### src/rtl/tlul_socket_1n_dec.sv
// TL-UL 1:N demultiplexing socket with base/mask address decode,
// outstanding-request tracking and an error responder for unmapped addresses.

package tlul_pkg;

    typedef enum logic [2:0] {
        PutFullData    = 3'h0,
        PutPartialData = 3'h1,
        Get            = 3'h4
    } tl_a_op_e;

    typedef enum logic [2:0] {
        AccessAck     = 3'h0,
        AccessAckData = 3'h1
    } tl_d_op_e;

    typedef struct packed {
        logic        a_valid;
        logic [2:0]  a_opcode;
        logic [2:0]  a_param;
        logic [1:0]  a_size;
        logic [7:0]  a_source;
        logic [31:0] a_address;
        logic [3:0]  a_mask;
        logic [31:0] a_data;
        logic        d_ready;
    } tl_h2d_t;

    typedef struct packed {
        logic        d_valid;
        logic [2:0]  d_opcode;
        logic [2:0]  d_param;
        logic [1:0]  d_size;
        logic [7:0]  d_source;
        logic        d_sink;
        logic [31:0] d_data;
        logic        d_error;
        logic        a_ready;
    } tl_d2h_t;

endpackage

module tlul_socket_1n_dec #(
    parameter int unsigned NumDev         = 4,
    parameter int unsigned MaxOutstanding = 4,
    parameter logic [31:0] DevBase [NumDev] = '{32'h4000_0000, 32'h4001_0000,
                                                32'h4002_0000, 32'h4003_0000},
    parameter logic [31:0] DevMask [NumDev] = '{4{32'h0000_FFFF}}
) (
    input  logic              clk_i,
    input  logic              rst_ni,
    input  tlul_pkg::tl_h2d_t tl_h_i,
    output tlul_pkg::tl_d2h_t tl_h_o,
    output tlul_pkg::tl_h2d_t tl_d_o [NumDev],
    input  tlul_pkg::tl_d2h_t tl_d_i [NumDev]
);

    localparam int unsigned    SelW   = $clog2(NumDev + 1);
    localparam int unsigned    CntW   = $clog2(MaxOutstanding + 1);
    localparam logic [SelW-1:0] ErrSel = SelW'(NumDev);
    localparam logic [CntW-1:0] CntMax = CntW'(MaxOutstanding);

    typedef struct packed {
        logic       valid;
        logic [2:0] opcode;
        logic [7:0] source;
        logic [1:0] size;
    } err_rsp_t;

    logic [SelW-1:0]   sel;
    logic [SelW-1:0]   sel_q;
    logic [CntW-1:0]   cnt_q;
    err_rsp_t          err_q;
    logic              go;
    logic              sel_a_ready;
    logic              a_ready;
    logic              d_valid;
    logic              accept;
    logic              consume;
    tlul_pkg::tl_d2h_t rsp;

    // Address decode: lowest-index matching window wins, no match selects the error device
    always_comb begin
        sel = ErrSel;
        for (int unsigned i = NumDev; i > 0; i--) begin
            if ((tl_h_i.a_address & ~DevMask[i-1]) == (DevBase[i-1] & ~DevMask[i-1])) begin
                sel = SelW'(i - 1);
            end
        end
    end

    // Admission: switching devices waits for a full drain so responses stay in order
    assign go = tl_h_i.a_valid &&
                ((cnt_q == '0) || ((sel == sel_q) && (cnt_q < CntMax)));

    // a_ready of the selected target; the error device has a single response slot
    always_comb begin
        sel_a_ready = !err_q.valid;
        for (int unsigned i = 0; i < NumDev; i++) begin
            if (sel == SelW'(i)) begin
                sel_a_ready = tl_d_i[i].a_ready;
            end
        end
    end

    // A-channel fan-out: every device sees the host request, only the selected one gets a_valid
    always_comb begin
        for (int unsigned i = 0; i < NumDev; i++) begin
            tl_d_o[i]         = tl_h_i;
            tl_d_o[i].a_valid = go && (sel == SelW'(i));
        end
    end

    // D-channel mux on the registered owner, with the error responder as the default source
    always_comb begin
        rsp          = '0;
        rsp.d_valid  = err_q.valid;
        rsp.d_opcode = err_q.opcode;
        rsp.d_size   = err_q.size;
        rsp.d_source = err_q.source;
        rsp.d_data   = '1;
        rsp.d_error  = 1'b1;
        for (int unsigned i = 0; i < NumDev; i++) begin
            if (sel_q == SelW'(i)) begin
                rsp = tl_d_i[i];
            end
        end
    end

    assign a_ready = go && sel_a_ready;
    assign d_valid = rsp.d_valid && (cnt_q != '0);
    assign accept  = tl_h_i.a_valid && a_ready;
    assign consume = d_valid && tl_h_i.d_ready;

    // Host response: muxed D fields, gated d_valid and the admission-qualified a_ready
    always_comb begin
        tl_h_o         = rsp;
        tl_h_o.d_valid = d_valid;
        tl_h_o.a_ready = a_ready;
    end

    // Outstanding counter and owning device
    always_ff @(posedge clk_i or negedge rst_ni) begin
        if (!rst_ni) begin
            cnt_q <= '0;
            sel_q <= '0;
        end else begin
            if (accept && !consume) begin
                cnt_q <= cnt_q + CntW'(1);
            end else if (!accept && consume) begin
                cnt_q <= cnt_q - CntW'(1);
            end
            if (accept) begin
                sel_q <= sel;
            end
        end
    end

    // Error response buffer: loads on an unmapped accept, clears when its response is taken
    always_ff @(posedge clk_i or negedge rst_ni) begin
        if (!rst_ni) begin
            err_q <= '0;
        end else if (accept && (sel == ErrSel)) begin
            err_q.valid  <= 1'b1;
            err_q.opcode <= (tl_h_i.a_opcode == tlul_pkg::Get) ? tlul_pkg::AccessAckData
                                                               : tlul_pkg::AccessAck;
            err_q.source <= tl_h_i.a_source;
            err_q.size   <= tl_h_i.a_size;
        end else if (consume && (sel_q == ErrSel)) begin
            err_q.valid <= 1'b0;
        end
    end

    // Illegal conditions: stray device responses and counter over/underflow
    for (genvar g = 0; g < NumDev; g++) begin : g_dev_chk
        assert property (@(posedge clk_i) disable iff (!rst_ni)
            tl_d_i[g].d_valid |-> ((cnt_q != '0) && (sel_q == SelW'(g))));
    end

    assert property (@(posedge clk_i) disable iff (!rst_ni)
        (accept && !consume) |-> (cnt_q < CntMax));

    assert property (@(posedge clk_i) disable iff (!rst_ni)
        (consume && !accept) |-> (cnt_q != '0));

endmodule

### config.mk
export PLATFORM = sky130hd
export DESIGN_NAME = tlul_socket_1n_dec
export DESIGN_NICKNAME = d
export VERILOG_FILES = /design/src/rtl/tlul_socket_1n_dec.sv
export SDC_FILE = /design/constraint.sdc
export NUM_CORES = 1
export LEC_CHECK = 0
export BUFFER_PORTS_ARGS = -buffer_cell sky130_fd_sc_hd__buf_2
export CORE_AREA = 4 4 269 271
export CTS_BUF_LIST = sky130_fd_sc_hd__clkbuf_8
export DETAILED_ROUTE_END_ITERATION = 6
export DIE_AREA = 0 0 273 275
export MAX_ROUTING_LAYER = met4
export SYNTH_ARGS = -nofsm -noshare
export SYNTH_HDL_FRONTEND = slang
export SYNTH_SLANG_ARGS = --single-unit
### constraint.sdc
create_clock -name clk_i -period 2.7 [get_ports clk_i]
set_clock_uncertainty 0.2 [all_clocks]
set_input_delay 0.54 -clock clk_i [delete_from_list [all_inputs] [get_ports clk_i]]
set_output_delay 0.54 -clock clk_i [all_outputs]
set_load 0.05 [all_outputs]
-- Yosys cells after proc, flatten, opt, wreduce, memory -nomap -nowiden
Index checks and enable logic that the tools add are counted.
- flip-flop bits (word level): 20
- input port bits: 296
- output and inout port bits: 396
- word-level logic and storage cells: 64
- add/subtract/negate cells: 2
- magnitude comparators: 1
- equality and inequality tests: 14
- mux-type cells: 17
- reduce and logical (&&, ||, !) cells: 24
- operators by type and width (cell ; count):
    $mux 52 ; 4
    $eq 16x15->1 const B ; 4
    $mux 3 ; 6
    $logic_and 1x1->1 ; 14
    $eq 3x2->1 const B ; 4
    $eq 3x3->1 const B ; 3
    $logic_not 3->1 ; 3
    $mux 1 ; 7
    $eq 3x1->1 const B ; 2
    $reduce_bool 2->1 ; 2
    $add 3x1->3 const B ; 1
    $eq 3x3->1 ; 1
    $logic_not 1->1 ; 3
    $lt 3x3->1 const B ; 1
    $reduce_bool 3->1 ; 1
    $sub 3x1->3 const B ; 1
    $logic_or 1x1->1 ; 1

-- Depth between registers and ports, before layout
Gate-level depths: netlist of the first run.
- depth after elaboration: 16
- mapped depth: 13
- depth with buffers taken out: 11

-- Least setup slack after synthesis of the first run
No wires, ideal clock.
- path type: input to output
- start: in tl_h_i[65] (netlist bit)
- end: out tl_d_o[343] (netlist bit)
- arrival time: 2.675 ns
- required time: 1.960 ns
- path slack: -0.715 ns
- stages: 5
- path buffers: 1
- cell sequence: nor4b_1 -> and4_1 -> buf_6 -> nand3_1 -> nor4_1
- RTL lines (what ; line ; RTL):
    start, declared ; 52 ; input tlul_pkg::tl_h2d_t tl_h_i,
    end, declared ; 54 ; output tlul_pkg::tl_h2d_t tl_d_o [NumDev],

==> metrics.txt, run 1 <==
final net count 1065; violated checks negative setup slack; vias per inst 2.76; CP delay by family, top buffers and inverters; share of cells above drive strength 1 84.9%; Synth Area per Inst 8.32 sq um; Pre-antenna DRT Iters 4; row cnt 97; antenna viol nets, final 0; CORE AREA 69800 sq um; die area 75100 sq um; Final Critical Period 2.85 ns; first-pass GRT wire length 42800 um; final worst setup slack -0.147 ns; top_reg_cell synth dfrtp_1; initial antenna violation count 10; DR vias 4725; Tightest Pin Transition 0.614 ns; Initial Utilization 7.66%; Distinct cells, synth 42; detailed placement HPWL 29700 um; CTS tree done; CP dominant cell by count buf_12; Crit path depth 6; status finished, violations left; RSZ-0062 raised after global routing true; # clock sinks 18; DRC 0; Chip Width 273 um; dpl ws -0.349 ns; maximum fanout along the worst path 7; Worst Setup SP sel_q[0]$_DFFE_PN0P_; port buffer count 416; worst path cell trace buf_12 > buf_12 > buf_16 > mux4_2 > or2_4 > buf_8; vias in the first global route 4890; fraction of registers with async set/reset 100%; Hold-fix buffers, CTS 0; slowest stage delay, CP 0.49 ns; routed len/inst 20.3 um; reg-to-reg startpoint cnt_q[0]$_DFFE_PN0P_; worst skew pair latency 0.29 ns; Post-synth EDFFs 0; post-synthesis sequential area ratio 8.42%; drt initial violations 101; max cap viols 0; YS warnings 0; synthesis-to-finish area growth 47.5%; WS Path Type reg -> out; cells after synthesis 643; Hold Slack 0.0223 ns; critical path launch point type register; count of buffer and inverter cells on the critical path 4; r2r worst-path depth 12; Max Slew Vio Count 0; Fin. Hold Viols 0; post-synthesis register bit count 18; Critical Path End tl_h_o[10]; total power divided by cell area 794 nW/um^2; CTS root buffer clkbuf_8; H-tree levels 1; mapped cell area 5350 sq um; total gr overflow 0; clk buf depth 2; Reg clk slew, reported paths 0.09 ns; peak supply drop 0.507 mV; Die Height 275 um; final WL 34800 um; flop2flop setup slack -0.05 ns; setup TNS -3.64 ns; Tot GR Track Use 8.64%; Hold Path Class in -> async; Num CTS Buffers 3; CP Data Required Time 1.96 ns; Leakage 3.32 nW; Worst R2R End cnt_q[2]$_DFFE_PN0P_; final setup vio count 50; Worst Setup End Kind output port; slowest stage cell, crit path dfrtp_4; largest net degree at the start of global routing 45; Cell Count Post-Placement 1679; Worst slew margin 59.0%; Arrival @ worst endpoint 2.11 ns; Final Instance Count excl. Fillers 1713; Peak Freq 351 MHz; Ports 692; syn_nets 941; GP Congestion 0.793; Tcrit/Tclk final 105%
==> metal layers <==
metal	global-route usage, %	part of all wire (%)	vias to the layer above
met1	8.91	35	2129
li1	-	-	2069
met3	4.94	14	34
met2	14.7	48	493
met4	1.42	1.7	0
met5	-	0	-
==> sequential cells by signal, indices dropped and copies added, names as in the netlist <==
| register | flops |
|---|---|
| sel_q | 3 |
| err_q | 12 |
| cnt_q | 3 |
==> cell usage after synthesis (all sizes together) (3+ instances only) <==
cell    instances  area (sq um)
buf           354          2630
o21ai          38           190
xor2            3          26.3
inv             4          15.0
mux4           40           901
and2            8          50.1
clkbuf         19          71.3
mux2           13           180
nand4           3          18.8
nor3           13          65.1
a21oi           3          15.0
nor2           40           150
dfrtp          18           450
a211oi         11          82.6
or2            34           213
nor4            4          40.0
nand2          17          66.3
==> layout by cell type, fill, tap and decap left out, types with 4 or more instances in the layout <==
| cell type | Yosys | routed |
|---|---|---|
| mux2_4 | 9 | 10 |
| o21ai_2 | 0 | 12 |
| dfrtp_1 | 18 | 15 |
| nand2_1 | 16 | 15 |
| diode_2 | 0 | 7 |
| nor3_1 | 13 | 11 |
| buf_8 | 0 | 18 |
| clkbuf_8 | 0 | 5 |
| buf_4 | 342 | 50 |
| buf_2 | 1 | 354 |
| o21ai_0 | 37 | 12 |
| buf_6 | 2 | 30 |
| buf_12 | 0 | 34 |
| or2_2 | 34 | 9 |
| a211oi_2 | 0 | 11 |
| and2_4 | 0 | 8 |
| or2_4 | 0 | 25 |
| nor2_4 | 0 | 4 |
| mux4_2 | 40 | 40 |
| nor2_1 | 40 | 32 |
| o21ai_1 | 1 | 11 |
| nor2_2 | 0 | 4 |
==> logic make-up (layout without fill, tap and decap cells) <==
logic type               after synthesis  in the layout  share of synthesized area [%]
buffers and inverters                377            500                           50.8
AND/OR/NAND/NOR                      127            127                           12.4
AO/OA/AOI/OAI                         60             60                           6.60
multiplexers                          54             54                           20.4
flip-flops                            18             18                           8.42
XOR/XNOR                               5              5                          0.819
adder cells (fa/ha/maj)                2              2                          0.608
other                                  0              7                              0
==> power by group <==
| group | switching [mW] | internal, mW |
|---|---|---|
| clock | 0.136 | 0.131 |
| sequential | 0.133 | 0.400 |
| combinational | 3.20 | 2.26 |
==> layout make-up <==
cell class              instances  area (sq um)
inverters                       4          15.0
fillers                      8025         61900
repair buffers                492          3580
flip-flops and latches         18           459
diodes                          7          17.5
clock buffers                   4          55.1
well taps                     940          1180
multi-input cells             248          2590
==> repair_timing <==
item	CTS	global route
pin swaps	22	28
cloned	3	2
hold endpoints to repair	0	0
resized for setup	199	59
setup endpoints to repair	57	58
buffers inserted	12	12
==> stage by stage <==
step | power, mW | utilization, % | area (sq um)
2_1_floorplan | 4.05 | - | 5440
6_report | 6.26 | 11.3 | 7890
4_1_cts | 6.19 | 10.9 | 7580
3_5_place_dp | 5.01 | 9.48 | 6620
3_3_place_gp | 5.00 | 9.48 | 6620
5_1_grt | 6.59 | 11.3 | 7890
==> worst min-delay path by stage <==
stage | slack [ns] | end | cells past startpoint
floorplan | 0.04 | cnt_q[0]$_DFFE_PN0P_ | 0
global placement | 0.27 | cnt_q[2]$_DFFE_PN0P_ | 1
detailed placement | 0.26 | cnt_q[2]$_DFFE_PN0P_ | 1
CTS | 0.01 | err_q[1]$_DFFE_PN0P_ | 1
global route | 0.04 | err_q[1]$_DFFE_PN0P_ | 1
finish | 0.02 | err_q[0]$_DFFE_PN0P_ | 1
No activity file was read; power rests on OpenSTA's default activity.
==> run 2, diff against run 1 <==
--- a/config.mk
+++ b/config.mk
@@ -5,11 +5,11 @@
 export SDC_FILE = /design/constraint.sdc
 export NUM_CORES = 1
 export LEC_CHECK = 0
-export BUFFER_PORTS_ARGS = -buffer_cell sky130_fd_sc_hd__buf_2
 export CORE_AREA = 4 4 269 271
 export CTS_BUF_LIST = sky130_fd_sc_hd__clkbuf_8
 export DETAILED_ROUTE_END_ITERATION = 6
 export DIE_AREA = 0 0 273 275
+export DONT_BUFFER_PORTS = 1
 export MAX_ROUTING_LAYER = met4
 export SYNTH_ARGS = -nofsm -noshare
 export SYNTH_HDL_FRONTEND = slang
==> run 2 against run 1 <==
Wire length fell by 6.6%; largest cell class is now multi-input gates; first-iteration DRC count up 62%; global-route usage shrank 0.64 points; the run still ends with negative setup slack left; power fell by 21%; clock power is 7% lower.
==> metrics.txt, run 2 (synthesis gave the netlist of run 1 again) <==
status finished, violations left; violated checks negative setup slack; Fillers 8064; NetSw 2.71 mW; die area 75100 sq um; DRC 0; final setup vio count 32; max reg flops 12; setup TNS -1.43 ns; Worst Setup End Kind output port; CP Data Required Time 1.96 ns; synthesis-to-finish area growth 3.27%; share of cells above drive strength 1 67.2%; Chip Width 273 um; Die Height 275 um; final core utilization 7.92%; final WL 32500 um; maximum fanout along the worst path 6; DR vias 3354; antenna viol nets, final 0; vias in the first global route 3671; max cap viols 0; CORE AREA 69800 sq um; H-tree levels 1; port buffer count 0; Sw Share 54.8%; vias per inst 2.56; Comb power frac 84.7%; RSZ-0062 raised after global routing true; WS Path Type reg -> out; Tcrit/Tclk final 106%; CTS tree done; largest net degree at the start of global routing 35; Max Slew Vio Count 0; P_int 2.24 mW; sequential power share 10.3%; detailed placement HPWL 27700 um; Final Critical Period 2.85 ns; clock share of power 5.0%; total power divided by cell area 895 nW/um^2; Reg clk slew, reported paths 0.09 ns; total gr overflow 0; drt initial violations 164; Tot GR Track Use 8.01%; routed len/inst 24.8 um; Peak Freq 351 MHz; final net count 653; most flop-heavy register err_q; # clock sinks 18; Hold Path Class in -> reg; final worst setup slack -0.150 ns; Num CTS Buffers 3; Fin. Hold Viols 0; GP Congestion 0.782; Worst slew margin 33.0%; initial antenna violation count 16; row cnt 97; worst skew pair latency 0.27 ns; clk buf depth 2; critical path launch point type register; Initial Utilization 7.66%; Top Registers err_q x12, cnt_q x3, sel_q x3; leading cell types in the layout, fill and taps excluded mux4_2 (40), or2_4 (33), buf_12 (32), nor2_1 (28), buf_4 (24); peak supply drop 0.767 mV; Leakage 1.60 nW; Pre-antenna DRT Iters 5; Ports 692; Tightest Pin Transition 1.00 ns; Arrival @ worst endpoint 2.11 ns; CTS root buffer clkbuf_8; first-pass GRT wire length 38500 um; commonest non-fill, non-tap cell in the layout mux4_2
==> run 2: cell count changes in the layout (fill, tap and decap cells not counted), sizes merged <==
cell / previous run / this run
diode: 7 / 14
dlygate4sd3: 0 / 1
buf: 489 / 76
==> run 2: path summary, 6_finish.rpt <==
kind	depth (start not counted)	slack (ns)	from	end
worst max-delay path	4	-0.15	sel_q[0]$_DFFE_PN0P_	tl_h_o[46]
worst min-delay path	1	0.21	tl_h_i[74]	err_q[7]$_DFFE_PN0P_
worst max register to register	11	-0.03	sel_q[1]$_DFFE_PN0P_	cnt_q[2]$_DFFE_PN0P_
worst min register to register	1	0.31	cnt_q[2]$_DFFE_PN0P_	cnt_q[2]$_DFFE_PN0P_
max in group asynchronous	1	0.90	rst_ni	sel_q[1]$_DFFE_PN0P_
min in group asynchronous	1	0.68	rst_ni	err_q[1]$_DFFE_PN0P_
==> run 2: worst max-delay path, cell delays in order (launching register included) <==
cell	delay [ns]
dfrtp_4	0.56
buf_16	0.17
mux4_2	0.67
and2_1	0.26
buf_12	0.15
==> run 2: cell type report <==
| cell class | count | area (sq um) | share of cell area (%) |
|---|---|---|---|
| multi-input cells | 248 | 2580 | 46.6 |
| diodes | 14 | 35.0 | 0.634 |
| inverters | 4 | 15.0 | 0.272 |
| clock buffers | 4 | 55.1 | 0.997 |
| flip-flops and latches | 18 | 459 | 8.31 |
| well taps | 940 | 1180 | 21.3 |
| repair buffers | 80 | 1210 | 21.9 |
==> run 2: timing repair <==
item / in CTS / in global routing
setup buffers: 9 / 11
pin swaps: 22 / 25
gates cloned: 3 / 3
resized for setup: 83 / 54
hold buffers: 1 / 0
setup endpoints to repair: 52 / 56
endpoints found under the hold margin: 18 / 0
==> run 2: power by group through the flow <==
stage	Combinational, mW	Sequential (mW)	Clock (mW)
finish	4.19	0.510	0.248
floorplan	3.56	0.486	0
CTS	4.11	0.509	0.265
global route	4.40	0.533	0.269
global placement	3.76	0.507	0
detailed placement	3.83	0.508	0
==> run 2: stage by stage <==
step	cell area (sq um)	instances	hold WS, ns	total power [mW]	worst slack, ns
finish	5520	1308	0.209	4.95	-0.150
global route	5520	1306	0.192	5.20	-0.197
CTS	5170	1282	0.193	4.89	-0.193
detailed placement	4640	1265	0.0451	4.33	-0.361
global placement	4640	1265	0.0451	4.27	-0.237
floorplan	5440	643	0.0444	4.05	-0.318
==> run 2: routing by layer <==
layer  global-route usage, %  share of wire (%)  vias to the layer above
met3                    4.43                 14                       53
met1                    7.93                 34                     1589
met4                    3.38                3.2                        0
met5                       -                  0                        -
li1                        -                  -                     1245
met2                    13.1                 48                      467
